File: src/rtl/sha256_block_packer_if.sv
// Stream-in / block-out bus of the SHA-256 block packer.
// "master" is the host-side view; "slave" is the packer's view.
interface sha256_block_packer_if #(
    parameter int unsigned IN_BYTES = 4
);
    localparam int unsigned DW  = 8 * IN_BYTES;
    localparam int unsigned NBW = $clog2(IN_BYTES + 1);

    logic           s_valid;
    logic           s_ready;
    logic [DW-1:0]  s_data;
    logic           s_last;
    logic [NBW-1:0] s_nbytes;
    logic           m_valid;
    logic           m_ready;
    logic [511:0]   m_block;
    logic           m_first;
    logic           m_last;
    logic           err_len;

    modport master (
        output s_valid, s_data, s_last, s_nbytes, m_ready,
        input  s_ready, m_valid, m_block, m_first, m_last, err_len
    );

    modport slave (
        input  s_valid, s_data, s_last, s_nbytes, m_ready,
        output s_ready, m_valid, m_block, m_first, m_last, err_len
    );
endinterface

File: src/rtl/sha256_block_packer.sv
// Packs a byte stream into padded 512-bit SHA-256 blocks with the 64-bit
// length field, flagging the first and last block of each message.
module sha256_block_packer #(
    parameter int unsigned IN_BYTES = 4,
    parameter int unsigned LEN_W    = 64
) (
    input  logic                 clk,
    input  logic                 rst_n,
    sha256_block_packer_if.slave bus
);
    localparam int unsigned DW     = 8 * IN_BYTES;
    localparam int unsigned NBW    = $clog2(IN_BYTES + 1);
    localparam int unsigned NBW1   = NBW + 1;
    localparam int unsigned BLK_W  = 512;
    localparam int unsigned IDX_W  = 7;
    localparam int unsigned LAST_P = 55;
    localparam int unsigned FULL_P = 64;

    typedef enum logic [1:0] {ACCEPT, PAD, EMIT, EMIT_LEN} state_e;

    state_e           state_q, state_d;
    logic [BLK_W-1:0] buf_q, buf_d;
    logic [IDX_W-1:0] byte_idx_q, byte_idx_d;
    logic [IDX_W-1:0] p_q, p_d;
    logic [LEN_W-1:0] bit_cnt_q, bit_cnt_d;
    logic             first_pend_q, first_pend_d;
    logic             len_pend_q, len_pend_d;
    logic             s_ready_q, s_ready_d;
    logic             m_valid_q, m_valid_d;
    logic [BLK_W-1:0] m_block_q, m_block_d;
    logic             m_first_q, m_first_d;
    logic             m_last_q, m_last_d;
    logic             err_len_q, err_len_d;

    logic [NBW-1:0]   nb_c;
    logic [8:0]       shamt_c;
    logic [BLK_W-1:0] wr_mask_c, wr_data_c, buf_wr_c, pad_c;
    logic [LEN_W-1:0] add_c;
    logic [LEN_W:0]   sum_c;
    logic [63:0]      len_c;
    logic [IDX_W-1:0] idx_next_c;
    logic             hs_c;

    // Beat write, length accumulation and the padded-block datapath
    always_comb begin
        nb_c       = ({1'b0, bus.s_nbytes} > NBW1'(IN_BYTES)) ? NBW'(IN_BYTES) : bus.s_nbytes;
        shamt_c    = {byte_idx_q[5:0], 3'b000};
        wr_mask_c  = {{DW{1'b1}}, {(BLK_W-DW){1'b0}}} >> shamt_c;
        wr_data_c  = {bus.s_data, {(BLK_W-DW){1'b0}}} >> shamt_c;
        buf_wr_c   = (buf_q & ~wr_mask_c) | wr_data_c;
        add_c      = bus.s_last ? LEN_W'({nb_c, 3'b000}) : LEN_W'(DW);
        sum_c      = {1'b0, bit_cnt_q} + {1'b0, add_c};
        len_c      = 64'(bit_cnt_q);
        idx_next_c = byte_idx_q + IDX_W'(IN_BYTES);
        hs_c       = m_valid_q && bus.m_ready;

        // Bytes past p are stale buffer contents and must be forced to zero
        pad_c = '0;
        for (int i = 0; i < 64; i++) begin
            if (IDX_W'(i) < p_q) begin
                pad_c[BLK_W-1-8*i -: 8] = buf_q[BLK_W-1-8*i -: 8];
            end else if (IDX_W'(i) == p_q) begin
                pad_c[BLK_W-1-8*i -: 8] = 8'h80;
            end
        end
        if (p_q <= IDX_W'(LAST_P)) begin
            pad_c[63:0] = len_c;
        end
    end

    // Next-state and registered-output logic
    always_comb begin
        state_d      = state_q;
        buf_d        = buf_q;
        byte_idx_d   = byte_idx_q;
        p_d          = p_q;
        bit_cnt_d    = bit_cnt_q;
        first_pend_d = first_pend_q;
        len_pend_d   = len_pend_q;
        s_ready_d    = s_ready_q;
        m_valid_d    = m_valid_q;
        m_block_d    = m_block_q;
        m_first_d    = m_first_q;
        m_last_d     = m_last_q;
        err_len_d    = err_len_q;

        case (state_q)
            ACCEPT: begin
                s_ready_d = 1'b1;
                if (bus.s_valid && s_ready_q) begin
                    buf_d     = buf_wr_c;
                    bit_cnt_d = sum_c[LEN_W-1:0];
                    if (sum_c[LEN_W]) begin
                        err_len_d = 1'b1;
                    end
                    if (bus.s_last) begin
                        p_d       = byte_idx_q + IDX_W'(nb_c);
                        s_ready_d = 1'b0;
                        state_d   = PAD;
                    end else if (idx_next_c == IDX_W'(FULL_P)) begin
                        byte_idx_d = '0;
                        m_block_d  = buf_wr_c;
                        m_valid_d  = 1'b1;
                        m_first_d  = first_pend_q;
                        m_last_d   = 1'b0;
                        len_pend_d = 1'b0;
                        s_ready_d  = 1'b0;
                        state_d    = EMIT;
                    end else begin
                        byte_idx_d = idx_next_c;
                    end
                end
            end
            PAD: begin
                byte_idx_d = '0;
                m_block_d  = pad_c;
                m_valid_d  = 1'b1;
                m_first_d  = first_pend_q;
                m_last_d   = (p_q <= IDX_W'(LAST_P));
                len_pend_d = (p_q > IDX_W'(LAST_P));
                state_d    = EMIT;
            end
            EMIT, EMIT_LEN: begin
                if (hs_c) begin
                    first_pend_d = 1'b0;
                    if (len_pend_q) begin
                        // The 0x80 marker only lands here when the data filled the block
                        m_block_d  = {(p_q == IDX_W'(FULL_P)) ? 8'h80 : 8'h00, 440'd0, len_c};
                        m_first_d  = 1'b0;
                        m_last_d   = 1'b1;
                        len_pend_d = 1'b0;
                        state_d    = EMIT_LEN;
                    end else begin
                        m_valid_d = 1'b0;
                        s_ready_d = 1'b1;
                        state_d   = ACCEPT;
                        if (m_last_q) begin
                            byte_idx_d   = '0;
                            bit_cnt_d    = '0;
                            err_len_d    = 1'b0;
                            first_pend_d = 1'b1;
                        end
                    end
                end
            end
            default: state_d = ACCEPT;
        endcase
    end

    always_ff @(posedge clk or negedge rst_n) begin
        if (!rst_n) begin
            state_q      <= ACCEPT;
            buf_q        <= '0;
            byte_idx_q   <= '0;
            p_q          <= '0;
            bit_cnt_q    <= '0;
            first_pend_q <= 1'b1;
            len_pend_q   <= 1'b0;
            s_ready_q    <= 1'b0;
            m_valid_q    <= 1'b0;
            m_block_q    <= '0;
            m_first_q    <= 1'b0;
            m_last_q     <= 1'b0;
            err_len_q    <= 1'b0;
        end else begin
            state_q      <= state_d;
            buf_q        <= buf_d;
            byte_idx_q   <= byte_idx_d;
            p_q          <= p_d;
            bit_cnt_q    <= bit_cnt_d;
            first_pend_q <= first_pend_d;
            len_pend_q   <= len_pend_d;
            s_ready_q    <= s_ready_d;
            m_valid_q    <= m_valid_d;
            m_block_q    <= m_block_d;
            m_first_q    <= m_first_d;
            m_last_q     <= m_last_d;
            err_len_q    <= err_len_d;
        end
    end

    assign bus.s_ready = s_ready_q;
    assign bus.m_valid = m_valid_q;
    assign bus.m_block = m_block_q;
    assign bus.m_first = m_first_q;
    assign bus.m_last  = m_last_q;
    assign bus.err_len = err_len_q;
endmodule

File: src/flat_wrapper.sv
// flat-port wrapper written by rule: the top's interface ports become plain ports
module sha256_block_packer_flat 
#(
    parameter int unsigned IN_BYTES = 4,
    parameter int unsigned LEN_W    = 64
)
  (clk, rst_n, bus_s_valid, bus_s_data, bus_s_last, bus_s_nbytes, bus_m_ready, bus_s_ready, bus_m_valid, bus_m_block, bus_m_first, bus_m_last, bus_err_len);
  sha256_block_packer_if #(.IN_BYTES(IN_BYTES)) bus_i ();
  input  logic clk;
  input  logic rst_n;
  input wire logic [$bits(bus_i.s_valid)-1:0] bus_s_valid;
  input wire logic [$bits(bus_i.s_data)-1:0] bus_s_data;
  input wire logic [$bits(bus_i.s_last)-1:0] bus_s_last;
  input wire logic [$bits(bus_i.s_nbytes)-1:0] bus_s_nbytes;
  input wire logic [$bits(bus_i.m_ready)-1:0] bus_m_ready;
  output wire logic [$bits(bus_i.s_ready)-1:0] bus_s_ready;
  output wire logic [$bits(bus_i.m_valid)-1:0] bus_m_valid;
  output wire logic [$bits(bus_i.m_block)-1:0] bus_m_block;
  output wire logic [$bits(bus_i.m_first)-1:0] bus_m_first;
  output wire logic [$bits(bus_i.m_last)-1:0] bus_m_last;
  output wire logic [$bits(bus_i.err_len)-1:0] bus_err_len;
  assign bus_i.s_valid = bus_s_valid;
  assign bus_i.s_data = bus_s_data;
  assign bus_i.s_last = bus_s_last;
  assign bus_i.s_nbytes = bus_s_nbytes;
  assign bus_i.m_ready = bus_m_ready;
  assign bus_s_ready = bus_i.s_ready;
  assign bus_m_valid = bus_i.m_valid;
  assign bus_m_block = bus_i.m_block;
  assign bus_m_first = bus_i.m_first;
  assign bus_m_last = bus_i.m_last;
  assign bus_err_len = bus_i.err_len;
  sha256_block_packer #(.IN_BYTES(IN_BYTES), .LEN_W(LEN_W)) u_core (.clk(clk), .rst_n(rst_n), .bus(bus_i));
endmodule
File: config.mk
export PLATFORM = sky130hd
export DESIGN_NAME = sha256_block_packer_flat
export DESIGN_NICKNAME = d
export VERILOG_FILES = /design/src/rtl/sha256_block_packer_if.sv /design/src/rtl/sha256_block_packer.sv /design/src/flat_wrapper.sv
export SDC_FILE = /design/constraint.sdc
export NUM_CORES = 2
export LEC_CHECK = 0
export BUFFER_PORTS_ARGS = -buffer_cell sky130_fd_sc_hd__buf_2
export CORE_MARGIN = 3
export CORE_UTILIZATION = 53
export CTS_CLUSTER_SIZE = 14
export DETAILED_ROUTE_END_ITERATION = 7
export HOLD_SLACK_MARGIN = 0.03
export PLACE_DENSITY = 0.76
export SLEW_MARGIN = 20
export SYNTH_ARGS = -nofsm -noshare
export SYNTH_HDL_FRONTEND = slang
export SYNTH_SLANG_ARGS = --single-unit
File: constraint.sdc
create_clock -name clk -period 2.88 [get_ports clk]
set_input_delay 0.288 -clock clk [delete_from_list [all_inputs] [get_ports clk]]
set_output_delay 0.288 -clock clk [all_outputs]
set_load 0.01 [all_outputs]
# After elaboration in Yosys (flattened, before gate mapping)
# Cells that the tools add are included.
# totals
regBits	1111
input_bits	40
# op_classes
addsub	3
n_lt_le_gt_ge	67
n_eq_ne	77
shifts	2
n_mux	190
bitwise	3
reduce_logical	17
# ops
op	n
512-bit two-way mux	5
512-bit one-hot mux with 3 select lines	1
8-bit two-way mux	129
512-bit bitwise AND	1
512-bit NOT	1
512-bit OR	1
512-bit by 9-bit right shift with 512-bit output	1
512-bit by 9-bit right shift with 512-bit output (first input constant)	1
64-bit two-way mux	5
6-bit by 7-bit equality test with 1-bit output (first input constant)	32
6-bit by 7-bit < comparator with 1-bit output (first input constant)	32
64-bit one-hot mux with 2 select lines	1
5-bit by 7-bit equality test with 1-bit output (first input constant)	16
5-bit by 7-bit < comparator with 1-bit output (first input constant)	16
64-bit by 64-bit adder with 65-bit output	1
4-bit by 7-bit equality test with 1-bit output (first input constant)	8
4-bit by 7-bit < comparator with 1-bit output (first input constant)	8
7-bit two-way mux	6
3-bit by 7-bit equality test with 1-bit output (first input constant)	4
3-bit by 7-bit < comparator with 1-bit output (first input constant)	4
1-bit two-way mux	28
7-bit one-hot mux with 3 select lines	1
5-bit AND reduction	4
2-bit by 7-bit equality test with 1-bit output (first input constant)	2
other kinds (29)	51

# Depth between registers and ports, before layout
# depth
depth_word	8
depth_mapped	12
ltp_nobuf	9

# Least setup slack after synthesis
# No wires, ideal clock.
# synth_path
path_kind	reg2reg
startpoint	register u_core.byte_idx_q[3]
endpoint	register u_core.m_block_q[472], in the netlist u_core.bus.m_block[472]
t_arrival_ns	2.633
required_time_ns	2.754
setup_slack_ns	0.122
path_stages_with_launch	11
synth_period_minus_slack_ns	2.758
path_cell_list	dfrtp_1 > buf_2 > clkbuf_1 > clkbuf_1 > inv_1 > ha_1 > or3b_2 > o21ai_0 > a21oi_1 > a221oi_1 > nor2_1
# synth_between
elab_chain_cells	8
# synth_rtl
item	line	rtl
start: declaration	sha256_block_packer.sv:23	logic [IDX_W-1:0] byte_idx_q, byte_idx_d;
start signal: assignment	sha256_block_packer.sv:168	byte_idx_q <= byte_idx_d;
512-bit by 9-bit right shift with 512-bit output	sha256_block_packer.sv:48	wr_mask_c = {{DW{1'b1}}, {(BLK_W-DW){1'b0}}} >> shamt_c;
512-bit NOT	sha256_block_packer.sv:50	buf_wr_c = (buf_q & ~wr_mask_c) | wr_data_c;
512-bit bitwise AND	sha256_block_packer.sv:50	
512-bit OR	sha256_block_packer.sv:50	
512-bit two-way mux	sha256_block_packer.sv:100	end else if (idx_next_c == IDX_W'(FULL_P)) begin
512-bit two-way mux	sha256_block_packer.sv:96	if (bus.s_last) begin
512-bit two-way mux	sha256_block_packer.sv:90	if (bus.s_valid && s_ready_q) begin
512-bit one-hot mux with 3 select lines	sha256_block_packer.sv:87	case (state_q)
end signal: assignment	sha256_block_packer.sv:175	m_block_q <= m_block_d;
end: declaration	sha256_block_packer.sv:30	logic [BLK_W-1:0] m_block_q, m_block_d;
# Several ways; a longest one is shown, not always the timed one. The select of a mux whose other input is x is not followed.
# A chain may end at the register's enable or synchronous reset.

# Final worst setup path
# layout_path
startpoint	register u_core.p_q[6]
endpoint	register u_core.m_block_q[106], in the netlist u_core.bus.m_block[106]
# layout_between
elab_chain_cells	3
# layout_rtl
item	line	rtl
start: declaration	sha256_block_packer.sv:24	logic [IDX_W-1:0] p_q, p_d;
start signal: assignment	sha256_block_packer.sv:169	p_q <= p_d;
6-bit by 7-bit < comparator with 1-bit output	sha256_block_packer.sv:60	if (IDX_W'(i) < p_q) begin
8-bit two-way mux	sha256_block_packer.sv:60	
512-bit one-hot mux with 3 select lines	sha256_block_packer.sv:87	
# Every way passes these cells.

==> metrics.md <==
| Metric | Value |
|---|---|
| Hold_sp | `bus_s_nbytes[0]` |
| Vias in the first global route | `42400` |
| Simple logic cell fraction of the synthesized area | `13.8%` |
| Multiplexer share of the synthesized area | `0.778%` |
| Syn Std Cell Area | `47900 sq um` |
| Largest cells by area after synthesis | `dfrtp_1 (58%), a22o_1 (8.1%), a221oi_1 (7.0%)` |
| Setup violators final | `0` |
| Global-route usage over all layers | `40.2%` |
| Via count | `44000` |
| Io pins | `557` |
| Arr. time, crit path | `3.52 ns` |
| Width of the chip | `307 um` |
| Final Hold Fails | `0` |
| FP Rows | `109` |
| IO Port Bufs | `556` |
| Max_slew headroom | `21.5%` |
| Buffer and inverter count on the worst path | `2` |
| Post-synth top area cell | `dfrtp_1` |
| Vias/cell | `6.81` |
| CTS clk-pin slew, worst paths | `0.06 ns` |
| Required time of the critical path | `3.53 ns` |
| Avg Inst Size Synth | `10.3 sq um` |
| Initial detailed-routing violation count | `6263` |
| Clk sinks | `1106` |
| Top cell by count, worst path | `buf_4` |
| Mapped Nets | `4695` |
| Final wirelength | `193 mm` |
| Filler cell count | `7040` |
| Measured slew at the worst slew-check pin | `1.17 ns` |
| H-tree depth | `3` |
| CP Launch Type | `register` |
| Worst hold margin | `0.110 ns` |
| Synthesized flop and latch total | `1106` |
| Fraction of the mapped netlist area in compound gates | `23.0%` |
| Cell with the most instances after synthesis | `dfrtp_1` |
| Initial antenna violation count | `7` |
| Final WS setup | `0.00307 ns` |
| Setup CP Type | `reg -> reg` |
| Clk buf depth | `3` |
| Seq/Total Area, Yosys | `57.7%` |
| RSZ-0062 raised after global routing | `false` |
| DR pass1 iterations | `8` |
| Crit path max-delay cell type | `o21ai_1` |
| Max-Cap Viols | `0` |
| Die height | `307 um` |
| Synth Flop Type | `dfrtp_1` |
| Total grt overflow | `0` |
| Critical Path Fanout Max | `11` |
| Core Region | `89100 sq um` |
| Drt drc | `0` |
| Worst r2r src | `u_core.p_q[6]$_DFFE_PN0P_` |
| Count of cell types in the netlist | `79` |
| Gate count of the mapped netlist | `4641` |
| Peak VDD IR | `778 uV` |
| Period minus WS final | `2.88 ns` |
| Worst Skew | `0.0358 ns` |
| Leak Pwr | `0.0272 uW` |
| Area grow syn2layout | `20.0%` |
| Post-synth top cells | `dfrtp_1 (1105), nor2_1 (821), nand2_1 (517)` |
| Pwr dens | `1210 nW/um^2` |
| TNS Setup | `0 ns` |
| Max frequency | `348 MHz` |
| # Post-CTS Setup Buffers | `0` |
| CP Capture Type | `register` |
| Nets@finish | `5251` |
| Status | `finished clean` |
| DR WL/cell | `29.9 um` |
| R2R Setup Slk | `0.003 ns` |
| First-pass GRT wire length | `282 mm` |
| Top cell type's share of synthesized area | `57.7%` |
| Post-synthesis adder-cell area fraction | `0.381%` |
| Critical path's largest stage delay | `0.94 ns` |
| Die area | `94100 sq um` |
| Largest net degree at the start of global routing | `112` |
| Clock Latency Late Sink | `0.72 ns` |
| Post-Synth XOR/XNOR Area | `0.420%` |
| Main combinational cell family by area after synthesis | `compound AO/OA/AOI/OAI gates` |
| Worst setup startpoint | `u_core.p_q[6]$_DFFE_PN0P_` |
| Initial core utilization | `53.8%` |
| Detail Placement HPWL | `132 mm` |
| Async SR Flop Fraction | `100%` |
| Top Family by Delay on Critical Path | `compound AO/OA/AOI/OAI gates` |
| Yosys warnings | `0` |
| Worst path cell trace | `buf_4 -> a21o_1 -> nand2_1 -> o21ai_1 -> a221oi_1 -> buf_4 -> nor2_1` |
| CTS tree | `yes` |
| Number of synthesized flops with an enable pin | `0` |
| Detail Route Antenna Nets | `0` |
| HP Class | `in -> reg` |
| Routability cong. | `1.08` |
| Post-layout util | `64.6%` |
| Num CTS Buffers | `111` |
| Pre-CTS WS | `-0.415 ns` |
| Share of layout cells above drive strength 1 | `21.8%` |
| Pins Over Slew Limit | `0` |
| Clock Tree Root | `clkbuf_16` |
| Fin crit share | `99.9%` |
==> cells in the final DEF, fill, tap and decap left out, drive strengths merged, types with 10 or more instances in the layout <==
cell type  instances
dfrtp           1105
buf              875
nor2             821
nand2            517
a22o             444
a221oi           383
o21ai            188
clkbuf           165
a21oi            145
a22oi             59
nand3             53
o31ai             34
inv               30
mux2              26
nand4             24
or3               22
or4               22
a222oi            20
clkinv            20
and3              19
o21a              18
nor3              17
o41ai             15
a31oi             14
xor2              13
ha                13
nor2b             13
a211oi            13
o32a              12
a21o              12
nor4              12
and2              10
o221ai            10
a221o             10
xnor2             10
==> worst reg2reg max path: cells and delay by family, from the launching register on <==
family / cells / cell delay, ns
AOI/OAI and AO/OA: 3 / 1.48
DFF: 1 / 0.59
buffers and inverters: 2 / 0.49
and+or+nand+nor: 2 / 0.28
==> report_power, final <==
part           internal [uW]  leakage, uW  total [uW]  switching [uW]
Sequential             21100       0.0144       25700            4580
Combinational          10500       0.0109       29000           18500
Clock                   8690      0.00186       15200            6490
Total                  40300       0.0272       69800           29600
==> metrics by stage <==
| step | total power [uW] | cell area, sq um | std cells |
|---|---|---|---|
| CTS | 69100 | 57400 | 6453 |
| floorplan | 40100 | 47900 | 4641 |
| detailed placement | 53800 | 53500 | 6243 |
| global route | 72900 | 57500 | 6455 |
| global placement | 53100 | 53500 | 6243 |
| finish | 69800 | 57500 | 6457 |
==> area by class of cell <==
cell class	instances	area [sq um]	share of cell area, %
sequential	1106	27700	48.1
multi-input combinational	3072	18600	32.4
timing repair buffer	880	5820	10.1
clock buffer	165	3300	5.74
tap	1165	1460	2.54
clock inverter	40	527	0.916
inverter	26	97.6	0.170
antenna	3	7.51	0.0131
==> final timing paths <==
path,to,cells past startpoint
min in group asynchronous,u_core.bus.m_block[27]$_DFFE_PN0P_,2
max in group asynchronous,u_core.bus.m_block[140]$_DFFE_PN0P_,3
hold / removal,u_core.p_q[0]$_DFFE_PN0P_,4
setup / recovery,u_core.bus.m_block[106]$_DFFE_PN0P_,7
hold reg to reg,u_core.bus.m_block[5]$_DFFE_PN0P_,1
setup reg to reg,u_core.bus.m_block[106]$_DFFE_PN0P_,7
==> cell families (layout without fill, tap and decap cells) <==
logic type / count (synthesis) / count (layout)
simple gates: 1584 / 1584
compound gates: 1416 / 1416
flops: 1106 / 1106
buf+inv: 463 / 1111
mux: 34 / 34
xor+xnor: 23 / 23
fa+ha+maj: 14 / 14
other cells: 1 / 4
==> what timing repair did <==
action                                 in CTS  in global routing
setup endpoints to repair                  43                 44
gates resized for setup                     4                 14
pin swaps                                   0                  1
endpoints found under the hold margin      87                  0
hold buffers                                5                  0
==> registers in the layout, indices dropped and copies added (netlist names) <==
register / cells
u_core.buf_q: 512
u_core.bus.m_valid: 1
u_core.bus.m_last: 1
u_core.bus.m_first: 1
u_core.bus.s_ready: 1
u_core.bit_cnt_q: 61
u_core.len_pend_q: 1
u_core.byte_idx_q: 5
u_core.first_pend_q: 1
u_core.bus.err_len: 1
u_core.state_q: 2
u_core.p_q: 7
u_core.bus.m_block: 512
==> per-layer routing <==
layer / track usage (%) / share of wire (%)
met1: 51.6 / 36
met2: 59.5 / 44
met3: 11.1 / 12
met4: 28.1 / 8.4
met5: 0 / 0.012
Power figures use the tool's default switching activity.
